`src/rtl/Uop.sv`:
```
// Decoded micro-op types shared by the decode stage, issue control and the functional units.
package Uop;

  typedef enum logic [2:0] {
    EX_NONE     = 3'd0,
    EX_DECODE   = 3'd1,
    EX_ILLEGAL  = 3'd2,
    EX_MISALIGN = 3'd3,
    EX_FAULT    = 3'd4
  } ex_t;

  typedef struct packed {
    logic isLd;
    logic isSt;
  } mem_op_t;

  typedef struct packed {
    ex_t         ex;
    logic        exValid;
    logic [4:0]  rd;
    logic [4:0]  rs1;
    logic [4:0]  rs2;
    logic        immValid;
    logic [31:0] imm;
    logic [2:0]  fu;
    logic [3:0]  op;
    mem_op_t     memOp;
    logic        flagsValid;
  } dec_t;

  typedef enum logic {
    ST_RUN  = 1'b0,
    ST_HALT = 1'b1
  } state_t;

endpackage

```
`src/rtl/issue_ctrl_if.sv`:
```
// Decode-side, FU-side, writeback and status signals of issue_ctrl.
// Handshakes: a transfer happens on a rising edge where valid && ready; valid never waits on ready.
interface issue_ctrl_if;
  logic          inValid;
  logic          inReady;
  Uop::dec_t     inDec;
  logic          outValid;
  logic          outReady;
  Uop::dec_t     outDec;
  logic          wbValid;
  logic [4:0]    wbRd;
  logic          memDone;
  logic          flush;
  logic          exRaised;
  Uop::ex_t      exCode;
  logic [15:0]   stallCount;
  Uop::state_t   state;

  modport slave (
    input  inValid, inDec, outReady, wbValid, wbRd, memDone, flush,
    output inReady, outValid, outDec, exRaised, exCode, stallCount, state
  );

  modport master (
    output inValid, inDec, outReady, wbValid, wbRd, memDone, flush,
    input  inReady, outValid, outDec, exRaised, exCode, stallCount, state
  );
endinterface

```
`src/rtl/issue_ctrl.sv`:
```
// Single-slot in-order issue stage: scoreboard RAW/WAW hazards, caps in-flight memory uops,
// and halts on an exception-flagged uop until flushed.
module issue_ctrl #(
  parameter int MEM_OUTSTANDING = 2
) (
  input  logic          clk,
  input  logic          rst,
  issue_ctrl_if.slave   bus
);
  import Uop::*;

  state_t      state_q, state_d;
  logic        slot_valid;
  dec_t        slot_dec;
  logic [31:0] pending, pending_eff, pending_d;
  logic [2:0]  mem_count;
  logic        ex_raised;
  ex_t         ex_code;
  logic [15:0] stall_count;

  logic run, is_mem, mem_full, hazard, out_valid, issue_fire, in_ready, in_fire;
  logic take_ex, stall, mem_inc, mem_dec;

  always_comb begin
    run         = (state_q == ST_RUN);
    pending_eff = pending;
    // A writeback in this cycle resolves the hazard immediately.
    if (bus.wbValid) pending_eff[bus.wbRd] = 1'b0;

    is_mem   = slot_dec.memOp.isLd | slot_dec.memOp.isSt;
    mem_full = (mem_count == 3'(MEM_OUTSTANDING));
    hazard   = ((slot_dec.rs1 != 5'd0) && pending_eff[slot_dec.rs1])
            || ((slot_dec.rs2 != 5'd0) && !slot_dec.immValid && pending_eff[slot_dec.rs2])
            || ((slot_dec.rd  != 5'd0) && pending_eff[slot_dec.rd])
            || (is_mem && mem_full);

    out_valid  = run && slot_valid && !slot_dec.exValid && !hazard;
    issue_fire = out_valid && bus.outReady;
    in_ready   = !rst && run && !bus.flush && (!slot_valid || issue_fire);
    in_fire    = bus.inValid && in_ready;
    take_ex    = run && slot_valid && slot_dec.exValid;
    stall      = run && slot_valid && !slot_dec.exValid && hazard;
    mem_inc    = issue_fire && is_mem;
    mem_dec    = bus.memDone && (mem_count != 3'd0);

    pending_d = pending_eff;
    if (issue_fire && (slot_dec.rd != 5'd0)) pending_d[slot_dec.rd] = 1'b1;
    pending_d[0] = 1'b0;

    state_d = state_q;
    if (take_ex) state_d = ST_HALT;
    if (bus.flush) state_d = ST_RUN;
  end

  always_ff @(posedge clk or posedge rst) begin
    if (rst) begin
      state_q     <= ST_RUN;
      slot_valid  <= 1'b0;
      slot_dec    <= '0;
      pending     <= '0;
      mem_count   <= 3'd0;
      ex_raised   <= 1'b0;
      ex_code     <= EX_NONE;
      stall_count <= 16'd0;
    end else begin
      state_q <= state_d;

      if (bus.flush) begin
        slot_valid <= 1'b0;
        pending    <= '0;
        ex_raised  <= 1'b0;
        ex_code    <= EX_NONE;
      end else begin
        pending <= pending_d;
        if (take_ex) begin
          slot_valid <= 1'b0;
          ex_raised  <= 1'b1;
          ex_code    <= slot_dec.ex;
        end else if (in_fire) begin
          slot_valid <= 1'b1;
          slot_dec   <= bus.inDec;
        end else if (issue_fire) begin
          slot_valid <= 1'b0;
        end
      end

      // In-flight memory count survives flush; those uops are already in the FU.
      case ({mem_inc, mem_dec})
        2'b10:   mem_count <= mem_count + 3'd1;
        2'b01:   mem_count <= mem_count - 3'd1;
        default: mem_count <= mem_count;
      endcase

      if (stall && (stall_count != 16'hFFFF)) stall_count <= stall_count + 16'd1;
    end
  end

  assign bus.inReady    = in_ready;
  assign bus.outValid   = out_valid;
  assign bus.outDec     = slot_dec;
  assign bus.exRaised   = ex_raised;
  assign bus.exCode     = ex_code;
  assign bus.stallCount = stall_count;
  assign bus.state      = state_q;

endmodule

```
`src/flat_wrapper.sv`:
```
// flat-port wrapper written by rule: the top's interface ports become plain ports
module issue_ctrl_flat import Uop::*;
#(
  parameter int MEM_OUTSTANDING = 2
)
  (clk, rst, bus_inValid, bus_inDec, bus_outReady, bus_wbValid, bus_wbRd, bus_memDone, bus_flush, bus_inReady, bus_outValid, bus_outDec, bus_exRaised, bus_exCode, bus_stallCount, bus_state);
  issue_ctrl_if bus_i ();
  input  logic clk;
  input  logic rst;
  input wire logic [$bits(bus_i.inValid)-1:0] bus_inValid;
  input wire logic [$bits(bus_i.inDec)-1:0] bus_inDec;
  input wire logic [$bits(bus_i.outReady)-1:0] bus_outReady;
  input wire logic [$bits(bus_i.wbValid)-1:0] bus_wbValid;
  input wire logic [$bits(bus_i.wbRd)-1:0] bus_wbRd;
  input wire logic [$bits(bus_i.memDone)-1:0] bus_memDone;
  input wire logic [$bits(bus_i.flush)-1:0] bus_flush;
  output wire logic [$bits(bus_i.inReady)-1:0] bus_inReady;
  output wire logic [$bits(bus_i.outValid)-1:0] bus_outValid;
  output wire logic [$bits(bus_i.outDec)-1:0] bus_outDec;
  output wire logic [$bits(bus_i.exRaised)-1:0] bus_exRaised;
  output wire logic [$bits(bus_i.exCode)-1:0] bus_exCode;
  output wire logic [$bits(bus_i.stallCount)-1:0] bus_stallCount;
  output wire logic [$bits(bus_i.state)-1:0] bus_state;
  assign bus_i.inValid = bus_inValid;
  assign bus_i.inDec = bus_inDec;
  assign bus_i.outReady = bus_outReady;
  assign bus_i.wbValid = bus_wbValid;
  assign bus_i.wbRd = bus_wbRd;
  assign bus_i.memDone = bus_memDone;
  assign bus_i.flush = bus_flush;
  assign bus_inReady = bus_i.inReady;
  assign bus_outValid = bus_i.outValid;
  assign bus_outDec = bus_i.outDec;
  assign bus_exRaised = bus_i.exRaised;
  assign bus_exCode = bus_i.exCode;
  assign bus_stallCount = bus_i.stallCount;
  assign bus_state = bus_i.state;
  issue_ctrl #(.MEM_OUTSTANDING(MEM_OUTSTANDING)) u_core (.clk(clk), .rst(rst), .bus(bus_i));
endmodule
```
`config.mk`:
```
export PLATFORM = sky130hd
export DESIGN_NAME = issue_ctrl_flat
export DESIGN_NICKNAME = d
export VERILOG_FILES = /design/src/rtl/Uop.sv /design/src/rtl/issue_ctrl_if.sv /design/src/rtl/issue_ctrl.sv /design/src/flat_wrapper.sv
export SDC_FILE = /design/constraint.sdc
export NUM_CORES = 1
export LEC_CHECK = 0
export BUFFER_PORTS_ARGS = -buffer_cell sky130_fd_sc_hd__buf_2
export CAP_MARGIN = 20
export CORE_MARGIN = 8
export CORE_UTILIZATION = 30
export DETAILED_ROUTE_END_ITERATION = 8
export PLACE_DENSITY_LB_ADDON = 0.05
export SLEW_MARGIN = 30
export SYNTH_ARGS = -nofsm -noshare
export SYNTH_HDL_FRONTEND = slang
export SYNTH_SLANG_ARGS = --single-unit
```
`constraint.sdc`:
```
create_clock -name clk -period 4.8 [get_ports clk]
set_input_delay 0.96 -clock clk [delete_from_list [all_inputs] [get_ports clk]]
set_output_delay 0.96 -clock clk [all_outputs]
set_load 0.02 [all_outputs]
```
==> results.json, run 1 <==
{
  "finalSetupViolCount": 0,
  "crit_fanout": 8,
  "cp-start-kind": "primary input",
  "synth_mux_area_frac": 0.166,
  "clock_sink_count": 117,
  "synth-main-ff-cell": "dfrtp_1",
  "drt_iter0_drc": 385,
  "routed_via_density": 5.24,
  "ant_nets": 0,
  "netlist.area_leader.share": 0.487,
  "skew_ps": 15.8,
  "p_leak_uw": 0.00346,
  "n_antenna_cell": 0,
  "hold_viol": 0,
  "num_vias": 5159,
  "maxCapViolCount": 0,
  "syn_nets": 627,
  "firstDrtPassIters": 5,
  "synth_cells": 550,
  "setup_slack_ps": 185,
  "cts_inserted_buffers": 17,
  "wl_per_cell_um": 20.1,
  "area_growth_pct": 28.4,
  "cts-htree-levels": 4,
  "synthTopCellsByArea": "dfrtp_1, mux2_1, a21oi_1",
  "ff_latch_area_um2": 2930,
  "grt_overflow": 0,
  "fin_crit_sh": 0.962,
  "cts_tree": "done",
  "drc": 0,
  "routed_wl_um": 19700,
  "required_ps": 3840,
  "relSlewSlack": 0.507,
  "synth_xor_area_frac": 0.0248,
  "layout_common_cells": "buf_2, dfrtp_1, mux2_1",
  "synth_compound_area_frac": 0.118,
  "postCtsSetupRepairBufs": 0,
  "drive_gt1_frac": 0.313,
  "vdd_drop_max_mv": 0.258,
  "clk_pin_slew_ps": 50,
  "antenna_found_initial": 2,
  "worst_setup_path_end_kind": "output pin",
  "setup_tns_ps": 0,
  "slowest_delay_ps": 480,
  "mostFrequentLayoutCell": "buf_2",
  "tightest_slew_ps": 740,
  "grt_pass1_vias": 5405,
  "cts_root_buf": "clkbuf_16",
  "hp-class": "reg -> reg",
  "place.gp.congestion": 0.915,
  "multi_input_area_um2": 2870,
  "fin_crit_ps": 4620,
  "status": "complete, no violations",
  "yosysUniqueCellTypes": 64,
  "io_pins": 159,
  "io_buffer_count": 158,
  "core_um2": 19600,
  "fin_nets": 785,
  "clockBufferDepth": 2,
  "die-area_um2": 24800,
  "grt_use_total": 0.164,
  "ys_warn_count": 0,
  "max_freq_mhz": 217,
  "syn_area_um2": 6010,
  "ys_ff_latch": 117,
  "grt_first_pass_wirelength_um": 31200,
  "crit_type": "in -> out",
  "die_w_um": 158,
  "place_ws_ps": 202,
  "grt_setup_unrepaired": "no",
  "hpwl_um": 14400,
  "synth_top_family_by_area": "multiplexers",
  "cp.arrival_ps": 3660,
  "yosys.area.top_type": "dfrtp_1",
  "timing.final.max_slew_violations": 0,
  "powerDensity_nw_per_um2": 515,
  "die_y_um": 158,
  "async_flop_share": 1.00,
  "clk_latency_ps": 420,
  "ys_seq_area_frac": 0.487,
  "rows": 51,
  "synth_adder_area_share": 0.00749,
  "cp_slowest_cell": "or4_1",
  "synth_simple_gate_area_frac": 0.159,
  "fillCellCount": 1979,
  "initial_core_util": 0.307,
  "cts.repair.resized": 0,
  "grt_max_degree": 59,
  "cp_common_cell": "buf_2",
  "synth-edff-count": 0,
  "hold_buffers": 0,
  "path_cells": "buf_2 -> nand2_1 -> o21ai_0 -> a32oi_1 -> nand4_1 -> or4_1 -> o211ai_2 -> nor3_4 -> nand2b_1 -> and3b_1 -> buf_2",
  "syn_avg_cell_area_um2": 10.9
}
## stage by stage
step                       util  instances  power (uW)  instance area [um^2]  hold slack (ps)
final                     0.394        984        3980                  7720              483
after global routing      0.394        984        4190                  7720              507
after CTS                 0.394        984        4030                  7720              488
after detailed placement  0.362        954        2650                  7100              475
after global placement    0.362        954        2640                  7100              469
after floorplan               -        550        2160                  6010              465
## worst max-delay path: cells and delay by family
kind                   cells  cell delay, ps
AND/OR/NAND/NOR            6            1460
buffers and inverters      2             280
AO/OA/AOI/OAI              3             950
## registers in the layout (all words and copies together) (netlist names)
| signal | cells |
|---|---|
| u_core.bus.exCode | 3 |
| u_core.bus.outDec | 62 |
| u_core.bus.state | 1 |
| u_core.bus.stallCount | 16 |
| u_core.mem_count | 3 |
| u_core.pending | 31 |
| u_core.slot_valid | 1 |
## final timing paths
path / startpoint / slack (ps) / end / cells after the start
worst max-delay path: bus_wbRd[1] / 180 / bus_inReady / 11
worst min-delay path: u_core.bus.stallCount[8] / 480 / u_core.bus.stallCount[8] / 1
max in group asynchronous: rst / 3250 / u_core.pending[23] / 3
worst max register to register: u_core.bus.outDec[53] / 900 / u_core.mem_count[2] / 15
min in group asynchronous: rst / 610 / u_core.bus.stallCount[15] / 2
worst min register to register: u_core.bus.stallCount[8] / 480 / u_core.bus.stallCount[8] / 1
## cells in the mapped netlist, types with 5 or more instances
master	number
a21oi_1	34
a22oi_1	6
buf_6	6
clkbuf_1	22
dfrtp_1	117
inv_1	9
mux2_1	61
mux2_2	5
mux2i_1	10
mux4_2	7
nand2_1	28
nand2b_1	11
nand3_1	28
nand4_1	12
nor2_1	24
nor2b_1	8
nor3_1	18
nor4_1	6
o211ai_1	9
o21ai_0	25
o21ai_1	8
xor2_1	15
## routing by layer
| metal | routed length [um] | up-vias | GRT usage |
|---|---|---|---|
| met5 | 23 | - | 0 |
| met3 | 1260 | 34 | 0.0521 |
| met2 | 9590 | 211 | 0.262 |
| met4 | 433 | 4 | 0.0689 |
| met1 | 8430 | 2550 | 0.202 |
| li1 | - | 2360 | - |
## power by group
| group | total (uW) | internal (uW) | switching (uW) |
|---|---|---|---|
| Combinational | 1180 | 442 | 734 |
| Clock | 1350 | 902 | 452 |
| Sequential | 1450 | 1180 | 266 |
| Total | 3980 | 2530 | 1450 |
## cell type report
| cell class | count | share of cell area |
|---|---|---|
| clock buffer | 21 | 0.0609 |
| clock inverter | 9 | 0.0196 |
| inverter | 10 | 0.00519 |
| multi-input combinational | 387 | 0.372 |
| sequential | 117 | 0.379 |
| tap | 265 | 0.0429 |
| timing repair buffer | 175 | 0.121 |
## cell families (layout without fill, tap and decap cells)
| logic type | Yosys count | in the layout |
|---|---|---|
| xor gates and xnor gates | 17 | 17 |
| DFF | 117 | 117 |
| AOI/OAI and AO/OA | 114 | 114 |
| adders and majority gates | 3 | 3 |
| muxes | 83 | 83 |
| and+or+nand+nor | 170 | 170 |
| buffers and inverters | 46 | 215 |
Note: power is estimated with default switching activity, not from simulation.
==> inputs of run 2 (changes only) <==
--- a/config.mk
+++ b/config.mk
@@ -8,7 +8,7 @@
 export BUFFER_PORTS_ARGS = -buffer_cell sky130_fd_sc_hd__buf_2
 export CAP_MARGIN = 20
 export CORE_MARGIN = 8
-export CORE_UTILIZATION = 30
+export CORE_UTILIZATION = 50
 export DETAILED_ROUTE_END_ITERATION = 8
 export PLACE_DENSITY_LB_ADDON = 0.05
 export SLEW_MARGIN = 30
==> run 2 against run 1 <==
Non-clock buffer count up 4; first-iteration DRC count rose by 18%; highest routed layer is now met4; clock-buffer cell count did not move; global-route usage increased by 5.9 points; critical endpoint unchanged.
==> results.json, run 2 (same netlist as run 1, synthesis figures left out) <==
{
  "status": "complete, no violations",
  "postCtsSetupRepairBufs": 0,
  "stdcell_area_um2": 7550,
  "required_ps": 3840,
  "grt_first_pass_wirelength_um": 28300,
  "clockPowerShare": 0.320,
  "ant_nets": 0,
  "worst_setup_path_end_kind": "output pin",
  "n_antenna_cell": 0,
  "io_buffer_count": 158,
  "fillCellCount": 997,
  "firstDrtPassIters": 7,
  "cp-start-kind": "primary input",
  "cp.arrival_ps": 3660,
  "dpl_cell_area_um2": 6980,
  "cts_root_buf": "clkbuf_16",
  "cts_inserted_buffers": 17,
  "largest_reg_flops": 62,
  "grt_setup_unrepaired": "no",
  "powerDensity_nw_per_um2": 503,
  "fin_util": 0.636,
  "drt_iter0_drc": 455,
  "timing.final.max_slew_violations": 0,
  "path_cells": "buf_2 -> nand2b_1 -> o21ai_0 -> o211ai_1 -> o311ai_0 -> or4_1 -> o211ai_2 -> nor3_4 -> nand2b_1 -> and3b_1 -> buf_2",
  "drive_gt1_frac": 0.315,
  "antenna_found_initial": 0,
  "cp_num_buf_inv": 2,
  "finalSetupViolCount": 0,
  "slowest_delay_ps": 620,
  "max_freq_mhz": 216,
  "tightest_slew_ps": 761,
  "clk_pin_slew_ps": 50,
  "die_w_um": 126,
  "grt_pass1_vias": 5498,
  "hold_ws_ps": 482,
  "cts-htree-levels": 4,
  "initial_core_util": 0.507,
  "mostFrequentLayoutCell": "buf_2",
  "crit_type": "in -> out",
  "routed_via_density": 5.98,
  "r2r_slack_ps": 920,
  "wl_per_cell_um": 20.1,
  "die_y_um": 126,
  "p_comb_frac": 0.304,
  "cts.repair.resized": 0,
  "p_seq_frac": 0.376,
  "hp-class": "reg -> reg",
  "hold_viol": 0,
  "crit_fanout": 6,
  "num_vias": 5203,
  "fin_crit_ps": 4620,
  "critical-path-top-delay-family": "simple AND/OR/NAND/NOR gates",
  "grt_use_total": 0.224,
  "place.gp.congestion": 0.976,
  "maxCapViolCount": 0,
  "clk_latency_ps": 410,
  "cts_tree": "done",
  "hold_buffers": 0,
  "vdd_drop_max_mv": 0.339,
  "fin_crit_sh": 0.963,
  "reg2regPathDepth": 15,
  "io_pins": 159,
  "clock_sink_count": 117,
  "sw_frac_of_total": 0.367,
  "grt_overflow": 0,
  "setup_tns_ps": 0,
  "hpwl_um": 12900,
  "layout_common_cells": "buf_2, dfrtp_1, mux2_1",
  "p_leak_uw": 0.00345,
  "internal-power_uw": 2400,
  "grt_max_degree": 60,
  "hold_depth": 1,
  "skew_ps": 7.23,
  "area_growth_pct": 25.5,
  "fin_nets": 789,
  "crit_cells": 11,
  "drc": 0,
  "rows": 40,
  "core_um2": 11900,
  "p_total_uw": 3800,
  "relSlewSlack": 0.493,
  "die-area_um2": 15800,
  "routed_wl_um": 17500,
  "switchingPower_uw": 1400,
  "clockBufferDepth": 2,
  "cp_slowest_cell": "or4_1"
}
[run 2: cell type report]
cell class | instances | area [um^2] | area share
Inverter | 10 | 40.0 | 0.00531
Clock buffer | 21 | 460 | 0.0610
Tap cell | 147 | 184 | 0.0244
Multi-Input combinational cell | 387 | 2870 | 0.380
Timing Repair Buffer | 179 | 961 | 0.127
Clock inverter | 9 | 105 | 0.0139
Sequential cell | 117 | 2930 | 0.388
[run 2: per-stage QoR]
| step | instances | setup slack, ps |
|---|---|---|
| finish | 870 | 179 |
| global route | 870 | 79.2 |
| detailed placement | 840 | 186 |
| global placement | 840 | 176 |
| floorplan | 550 | 590 |
| CTS | 870 | 217 |
[run 2: worst paths after layout]
kind | from | endpoint
min | u_core.bus.stallCount[9] | u_core.bus.stallCount[9]
max in group asynchronous | rst | u_core.bus.outDec[10]
min reg2reg | u_core.bus.stallCount[9] | u_core.bus.stallCount[9]
max reg2reg | u_core.bus.outDec[57] | u_core.mem_count[2]
min in group asynchronous | rst | u_core.bus.state
max | bus_wbRd[1] | bus_inReady
[run 2: power by group through the flow]
stage / Combinational (uW) / Sequential, uW / Clock (uW)
after floorplan: 599 / 1560 / 0
after global placement: 1150 / 1430 / 0
after detailed placement: 1160 / 1440 / 0
after CTS: 1170 / 1430 / 1240
after global routing: 1250 / 1460 / 1280
final: 1160 / 1430 / 1220
[run 2: per-layer routing]
metal  part of all wire  track usage  routed length (um)  vias up
met5                  0            0                   0        -
li1                   -            -                   -     2353
met4              0.028        0.102                 483        0
met2               0.48        0.353                8340      242
met1               0.39        0.260                6870     2565
met3               0.10       0.0962                1790       43
